## src/rtl/zero_stuff_interpolator_pkg.sv

```systemverilog
// Shared definitions for the polyphase interpolator/decimator family:
// default ratio bound, ratio port width and ratio sanitising.
package zero_stuff_interpolator_pkg;

  // Default largest interpolation/decimation factor. The matching decimator
  // and the FIR instantiation use the same value.
  localparam int DEFAULT_MAX_RATIO = 16;

  // Output control state: the output holding register is either empty or full.
  typedef enum logic {
    IDLE = 1'b0,
    EMIT = 1'b1
  } state_t;

  // Width needed to carry ratios 0..max_ratio on a port.
  function automatic int ratio_width(input int max_ratio);
    return $clog2(max_ratio + 1);
  endfunction

  // Map a requested ratio onto the supported range 1..max_ratio.
  function automatic int sanitize_ratio(input int requested, input int max_ratio);
    if (requested <= 0) begin
      return 1;
    end
    if (requested > max_ratio) begin
      return max_ratio;
    end
    return requested;
  endfunction

endpackage

```

## src/rtl/zero_stuff_interpolator.sv

```systemverilog
// AXI-Stream zero-stuffing upsampler feeding the polyphase FIR input.
// Each accepted sample is emitted followed by ratio_active-1 zero beats;
// the frame tlast is moved onto the final stuffed beat.
//
// state | meaning
// IDLE  | output register empty (m_tvalid=0)
// EMIT  | output register holds a beat (m_tvalid=1)
module zero_stuff_interpolator
  import zero_stuff_interpolator_pkg::*;
#(
  parameter int DATA_WIDTH  = 16,
  parameter int MAX_RATIO   = DEFAULT_MAX_RATIO,
  parameter int RATIO_WIDTH = ratio_width(MAX_RATIO)
) (
  input  logic                   clock,
  input  logic                   reset,
  input  logic [RATIO_WIDTH-1:0] ratio,
  input  logic [DATA_WIDTH-1:0]  s_tdata,
  input  logic                   s_tvalid,
  output logic                   s_tready,
  input  logic                   s_tlast,
  output logic [DATA_WIDTH-1:0]  m_tdata,
  output logic                   m_tvalid,
  input  logic                   m_tready,
  output logic                   m_tlast,
  output logic                   busy
);

  state_t                 state;
  state_t                 state_next;
  logic [RATIO_WIDTH-1:0] phase;
  logic [RATIO_WIDTH-1:0] ratio_active;
  logic [RATIO_WIDTH-1:0] ratio_clamped;
  logic [RATIO_WIDTH-1:0] eff_ratio;
  logic [RATIO_WIDTH-1:0] last_phase;
  logic [RATIO_WIDTH-1:0] phase_next;
  logic                   frame_start;
  logic                   last_pending;
  logic                   last_beat;
  logic                   accept;
  logic                   out_xfer;
  logic                   new_frame;

  assign m_tvalid = (state == EMIT);

  // Clamp the requested ratio into 1..MAX_RATIO.
  always_comb begin
    ratio_clamped = RATIO_WIDTH'(sanitize_ratio(int'(ratio), MAX_RATIO));
  end

  // Handshake decode. A frame boundary is either an idle frame_start or the
  // tlast beat leaving in this very cycle, so a back-to-back frame relatches.
  always_comb begin
    last_phase = ratio_active - RATIO_WIDTH'(1);
    phase_next = phase + RATIO_WIDTH'(1);
    last_beat  = m_tvalid && (phase == last_phase);
    s_tready   = !m_tvalid || (m_tready && last_beat);
    accept     = s_tvalid && s_tready;
    out_xfer   = m_tvalid && m_tready;
    new_frame  = frame_start || (out_xfer && m_tlast);
    eff_ratio  = new_frame ? ratio_clamped : ratio_active;
  end

  // Next-state logic: fill on accept, drain after the last stuffed beat.
  always_comb begin
    state_next = state;
    case (state)
      IDLE: if (accept) state_next = EMIT;
      EMIT: begin
        if (accept) begin
          state_next = EMIT;
        end else if (out_xfer && last_beat) begin
          state_next = IDLE;
        end
      end
      default: state_next = IDLE;
    endcase
  end

  // State register.
  always_ff @(posedge clock) begin
    if (reset) begin
      state <= IDLE;
    end else begin
      state <= state_next;
    end
  end

  // Output holding register, phase counter and frame bookkeeping.
  always_ff @(posedge clock) begin
    if (reset) begin
      m_tdata      <= '0;
      m_tlast      <= 1'b0;
      busy         <= 1'b0;
      phase        <= '0;
      frame_start  <= 1'b1;
      last_pending <= 1'b0;
      ratio_active <= RATIO_WIDTH'(1);
    end else begin
      if (out_xfer && m_tlast) begin
        frame_start  <= 1'b1;
        busy         <= 1'b0;
        last_pending <= 1'b0;
      end
      if (accept) begin
        m_tdata      <= s_tdata;
        m_tlast      <= s_tlast && (eff_ratio == RATIO_WIDTH'(1));
        phase        <= '0;
        last_pending <= s_tlast;
        frame_start  <= 1'b0;
        busy         <= 1'b1;
        if (new_frame) begin
          ratio_active <= ratio_clamped;
        end
      end else if (out_xfer && !last_beat) begin
        phase   <= phase_next;
        m_tdata <= '0;
        m_tlast <= last_pending && (phase_next == last_phase);
      end else if (out_xfer) begin
        m_tlast <= 1'b0;
      end
    end
  end

endmodule

```

## config.mk

```make
export PLATFORM = sky130hd
export DESIGN_NAME = zero_stuff_interpolator
export DESIGN_NICKNAME = d
export VERILOG_FILES = /design/src/rtl/zero_stuff_interpolator_pkg.sv /design/src/rtl/zero_stuff_interpolator.sv
export SDC_FILE = /design/constraint.sdc
export NUM_CORES = 1
export LEC_CHECK = 0
export CAP_MARGIN = 20
export CORE_MARGIN = 8
export CORE_UTILIZATION = 30
export DETAILED_ROUTE_END_ITERATION = 7
export RECOVER_POWER = 100
export SLEW_MARGIN = 20
export SYNTH_ARGS = -nofsm -noshare
export SYNTH_HDL_FRONTEND = slang
export SYNTH_SLANG_ARGS = --single-unit
export TNS_END_PERCENT = 30
```

## constraint.sdc

```tcl
create_clock -name clock -period 2.15 [get_ports clock]
set_input_delay 0.5375 -clock clock [delete_from_list [all_inputs] [get_ports clock]]
set_output_delay 0.5375 -clock clock [all_outputs]
set_load 0.005 [all_outputs]
```

; ---- Yosys cells after proc, flatten, opt, wreduce, memory -nomap -nowiden
; Cells that the tools add are included.
[totals]
elab_cells = 55
out_inout_bits = 20
regBits = 31
[classes]
bitwise_logic = 1
eq_ne = 3
reduce_logical = 17
n_addsub = 2
n_lt_le_gt_ge = 2
muxes = 22
[ops]
columns = operator, n
row1 = $mux W16, 2
row2 = $mux W5, 4
row3 = $mux W1, 15
row4 = $eq A5 B5 Y1, 2
row5 = $logic_and A1 B1 Y1, 9
row6 = $add A5 B1 Y5 const B, 1
row7 = $eq A5 B1 Y1 const B, 1
row8 = $gt A5 B5 Y1 const B, 1
row9 = $le A5 B1 Y1 const B, 1
row10 = $sub A5 B1 Y5 const B, 1
row11 = $reduce_bool A2 Y1, 2
row12 = $reduce_bool A3 Y1, 1
row13 = $logic_not A1 Y1, 2
row14 = $logic_or A1 B1 Y1, 2
row15 = $pmux W1 S2, 1
row16 = $reduce_or A2 Y1, 1
row17 = $not A1 Y1, 1

; ---- Depth between registers and ports, before layout
[depth]
depth_word = 9
depth_mapped = 8
ltp_nobuf = 7

; ---- Least setup slack after synthesis
; Ideal clock, no wire load.
[synth_path]
path_type = flip-flop to flip-flop
from = reg ratio_active[0]
to = reg phase[4]
stages_incl_launch_ff = 8
arrival_ns = 2.013
period_less_slack_ns = 2.084
required_time_ns = 2.079
path_slack_ns = 0.066
cell_sequence = dfxtp_1 -> inv_1 -> ha_1 -> and3_1 -> o22a_2 -> o211a_2 -> or4_1 -> a21oi_1
[synth_via]
elab_chain_cells = 7
[synth_rtl]
columns = item, line_no
row1 = from (decl), zero_stuff_interpolator.sv:32  ; logic [RATIO_WIDTH-1:0] ratio_active;
row2 = from (signal assigned), zero_stuff_interpolator.sv:113  ; ratio_active <= ratio_clamped;
row3 = $sub A5 B1 Y5 (*), zero_stuff_interpolator.sv:54  ; last_phase = ratio_active - RATIO_WIDTH'(1);
row4 = $eq A5 B5 Y1 (*), zero_stuff_interpolator.sv:56  ; last_beat = m_tvalid && (phase == last_phase);
row5 = $logic_and A1 B1 Y1 (*), zero_stuff_interpolator.sv:56
row6 = $logic_and A1 B1 Y1, zero_stuff_interpolator.sv:57  ; s_tready = !m_tvalid || (m_tready && last_beat);
row7 = $logic_or A1 B1 Y1, zero_stuff_interpolator.sv:57
row8 = $logic_and A1 B1 Y1, zero_stuff_interpolator.sv:58  ; accept = s_tvalid && s_tready;
row9 = $reduce_or A2 Y1 (no source line), --
row10 = to (signal assigned), zero_stuff_interpolator.sv:116  ; phase <= phase_next;
row11 = to (decl), zero_stuff_interpolator.sv:31  ; logic [RATIO_WIDTH-1:0] phase;
; Every way passes the cells marked *; elsewhere a longest branch is shown, timed or not.
; A chain may end at the register's enable or synchronous reset.

; ---- Worst setup path after layout
[layout_path]
from = reg phase[2]
to = out s_tready
[layout_via]
elab_chain_cells = 4
[layout_rtl]
columns = item, line_no
row1 = $eq A5 B5 Y1, zero_stuff_interpolator.sv:56
row2 = $logic_and A1 B1 Y1, zero_stuff_interpolator.sv:56
row3 = $logic_and A1 B1 Y1, zero_stuff_interpolator.sv:57
row4 = $logic_or A1 B1 Y1, zero_stuff_interpolator.sv:57
row5 = to (decl), zero_stuff_interpolator.sv:20  ; output logic s_tready,
; No other way between the ends.

==> flow_summary.json <==
{
  "outcome": "complete, but fails checks",
  "violations": "setup timing",
  "routed_wl_um": 5230,
  "drive_gt1_share_pct": 37.8,
  "syn-cell-area_um2": 1550,
  "core-area_um2": 5040,
  "cts_hold_buf": 0,
  "async_flop_share_pct": 0,
  "antenna_found_initial": 0,
  "final_nets": 276,
  "total_power_uw": 1880,
  "clockBufferDepth": 2,
  "numCtsBuffers": 5,
  "dpl.hpwl_um": 3570,
  "ys_warn_count": 0,
  "port_buffers": 45,
  "finalHoldViolCount": 0,
  "cp_max_fo": 5,
  "startpoint_type": "flip-flop",
  "cp-end-kind": "primary output",
  "grt_overflow_total": 0,
  "synth_cells": 156,
  "grt_max_degree": 17,
  "row_count": 26,
  "grt_busiest_layer": "met2",
  "root_buffer": "clkbuf_8",
  "synthTopCellsByArea": "dfxtp_1 40%, a22o_1 5.7%, xnor2_1 4.5%",
  "syn_avg_cell_area_um2": 9.93,
  "die_w_um": 87.9,
  "tns_ns": -0.378,
  "finalMaxSlewViolations": 0,
  "relSlewSlack_pct": 70.3,
  "switchingPower_uw": 540,
  "gr-usage-met2_pct": 20.5,
  "ant_nets": 0,
  "nFillCells": 439,
  "cts.clk_slew.worst_paths_ns": 0.06,
  "die_area_um2": 7720,
  "syn-num-nets": 184,
  "hold_class": "flip-flop to flip-flop",
  "n_antenna_cell": 0,
  "grtUsageTotal_pct": 12.7,
  "insertion_delay_ns": 0.29,
  "synth_edf_count": 0,
  "drtIter0Drc": 80,
  "reg2reg_slack_ns": -0.08,
  "fmax_ghz": 0.430,
  "layout_setup_ws_ns": -0.177,
  "htree_levels": 2,
  "period_minus_slack_ns": 2.33,
  "met1_usage_pct": 16.0,
  "clockPowerShare_pct": 32.0,
  "synth-main-ff-cell": "dfxtp_1",
  "grt_pass1_wl_um": 7580,
  "gp_congestion": 0.835,
  "power_frac_seq_pct": 34.3,
  "met3_usage_pct": 2.81,
  "dr.pass1.iters": 4,
  "required_ns": 1.61,
  "vias_per_cell": 4.98,
  "utilization_pct": 54.5,
  "initial_core_util_pct": 30.7,
  "leakagePower_uw": 0.00107,
  "setup_violations": 4,
  "powerDensity_nw_per_um2": 685,
  "swShare_pct": 28.7,
  "pwr-share-comb_pct": 33.6,
  "worstMarginPinSlew_ns": 0.446,
  "io_pins": 46,
  "area_delta_synth_final_pct": 77.4,
  "synth_top_cell_by_area": "dfxtp_1",
  "vdd_drop_max_uv": 474,
  "rsz0062_at_grt": "yes",
  "finalCritPeriodShare_pct": 108,
  "drcViolationCount": 0,
  "cts_tree": "done",
  "skew_ns": 0.00798,
  "die_height_um": 87.9,
  "cap_violations": 0,
  "wire_per_inst_um": 16.4,
  "yosysSeqAreaShare_pct": 40.1,
  "grt_pass1_vias": 1528,
  "vias": 1588,
  "critPathArrivalTime_ns": 1.79,
  "clock-sinks": 31,
  "netlist-cell-type-count": 44,
  "synth_top_area_share_pct": 40.1,
  "ys_seq_elements": 31,
  "p_int_uw": 1340,
  "path_class": "flip-flop to primary output",
  "synthTopCellsByCount": "31 x dfxtp_1, 10 x a21oi_1, 10 x a22o_1",
  "yosysMostFrequentCell": "dfxtp_1"
}
[power groups by stage]
stage | clock network [uW] | registers, uW | logic [uW]
2_1_floorplan | 0 | 657 | 231
3_3_place_gp | 0 | 657 | 481
3_5_place_dp | 0 | 657 | 481
4_1_cts | 620 | 646 | 522
5_1_grt | 645 | 651 | 675
6_report | 603 | 646 | 633
[cell usage in the layout, fill, tap and decap left out, drive strengths merged, types with 6 or more instances in the layout]
cell type and instances:
a21oi 12, a22o 16, buf 47, clkbuf 6
clkdlybuf4s50 26, dfxtp 31, dlygate4sd3 18, inv 6
nand2 6, nand3 6, o21ai 8, o31ai 8
xnor2 9
[critical path, cell delays in order (launching register included)]
cell,delay (ns)
dfxtp_1,0.50
buf_4,0.20
o21bai_4,0.07
o22a_4,0.24
o2111ai_4,0.24
nand2_2,0.11
buf_6,0.15
[state kept, by name, summed over array words and instances (netlist names)]
signal	flops
m_tvalid	1
busy	1
ratio_active	5
frame_start	1
phase	5
last_pending	1
m_tlast	1
m_tdata	16
[cells by family after synthesis]
group                    count (synthesis)  synth area share, %
AND/OR/NAND/NOR                         36                 14.5
XOR/XNOR                                13                 8.32
adder cells (fa/ha/maj)                  2                 1.62
AO/OA/AOI/OAI                           62                 31.0
flip-flops                              31                 40.1
buffers and inverters                   12                 4.44
[worst paths after layout]
check	to	from	depth (start not counted)
setup / recovery	s_tready	phase[2]$_SDFFE_PP0P_	6
hold / removal	m_tdata[14]$_SDFFE_PP0P_	m_tdata[14]$_SDFFE_PP0P_	1
setup reg to reg	phase[4]$_SDFFE_PP0P_	phase[2]$_SDFFE_PP0P_	8
hold reg to reg	m_tdata[14]$_SDFFE_PP0P_	m_tdata[14]$_SDFFE_PP0P_	1
[through the flow]
stage | hold WS [ns] | area [um^2] | instances | setup WS (ns)
2_1_floorplan | 0.453 | 1550 | 156 | 0.0659
3_3_place_gp | 0.454 | 2310 | 301 | -0.254
3_5_place_dp | 0.452 | 2310 | 301 | -0.273
4_1_cts | 0.467 | 2530 | 314 | -0.102
5_1_grt | 0.483 | 2750 | 319 | -0.229
6_report | 0.469 | 2750 | 319 | -0.177
[what timing repair did]
action | in CTS | in global routing
setup buffers | 5 | 6
pin swaps | 5 | 14
resized for setup | 15 | 32
setup endpoints to repair | 20 | 24
[routing by layer]
layer  share of wire (%)  wire length [um]
met1                  43              2230
met4                 2.4               127
met3                 3.3               172
met2                  52              2710
met5                   0                 0
[final cells by class]
class	instances	area, um^2	share of cell area [%]
Inverter	6	22.5	0.820
Timing Repair Buffer	91	836	30.4
Tap cell	70	87.6	3.19
Clock buffer	6	82.6	3.01
Multi-Input combinational cell	113	1060	38.6
Clock inverter	2	35.0	1.28
Sequential cell	31	623	22.7
Note: power is estimated with default switching activity, not from simulation.
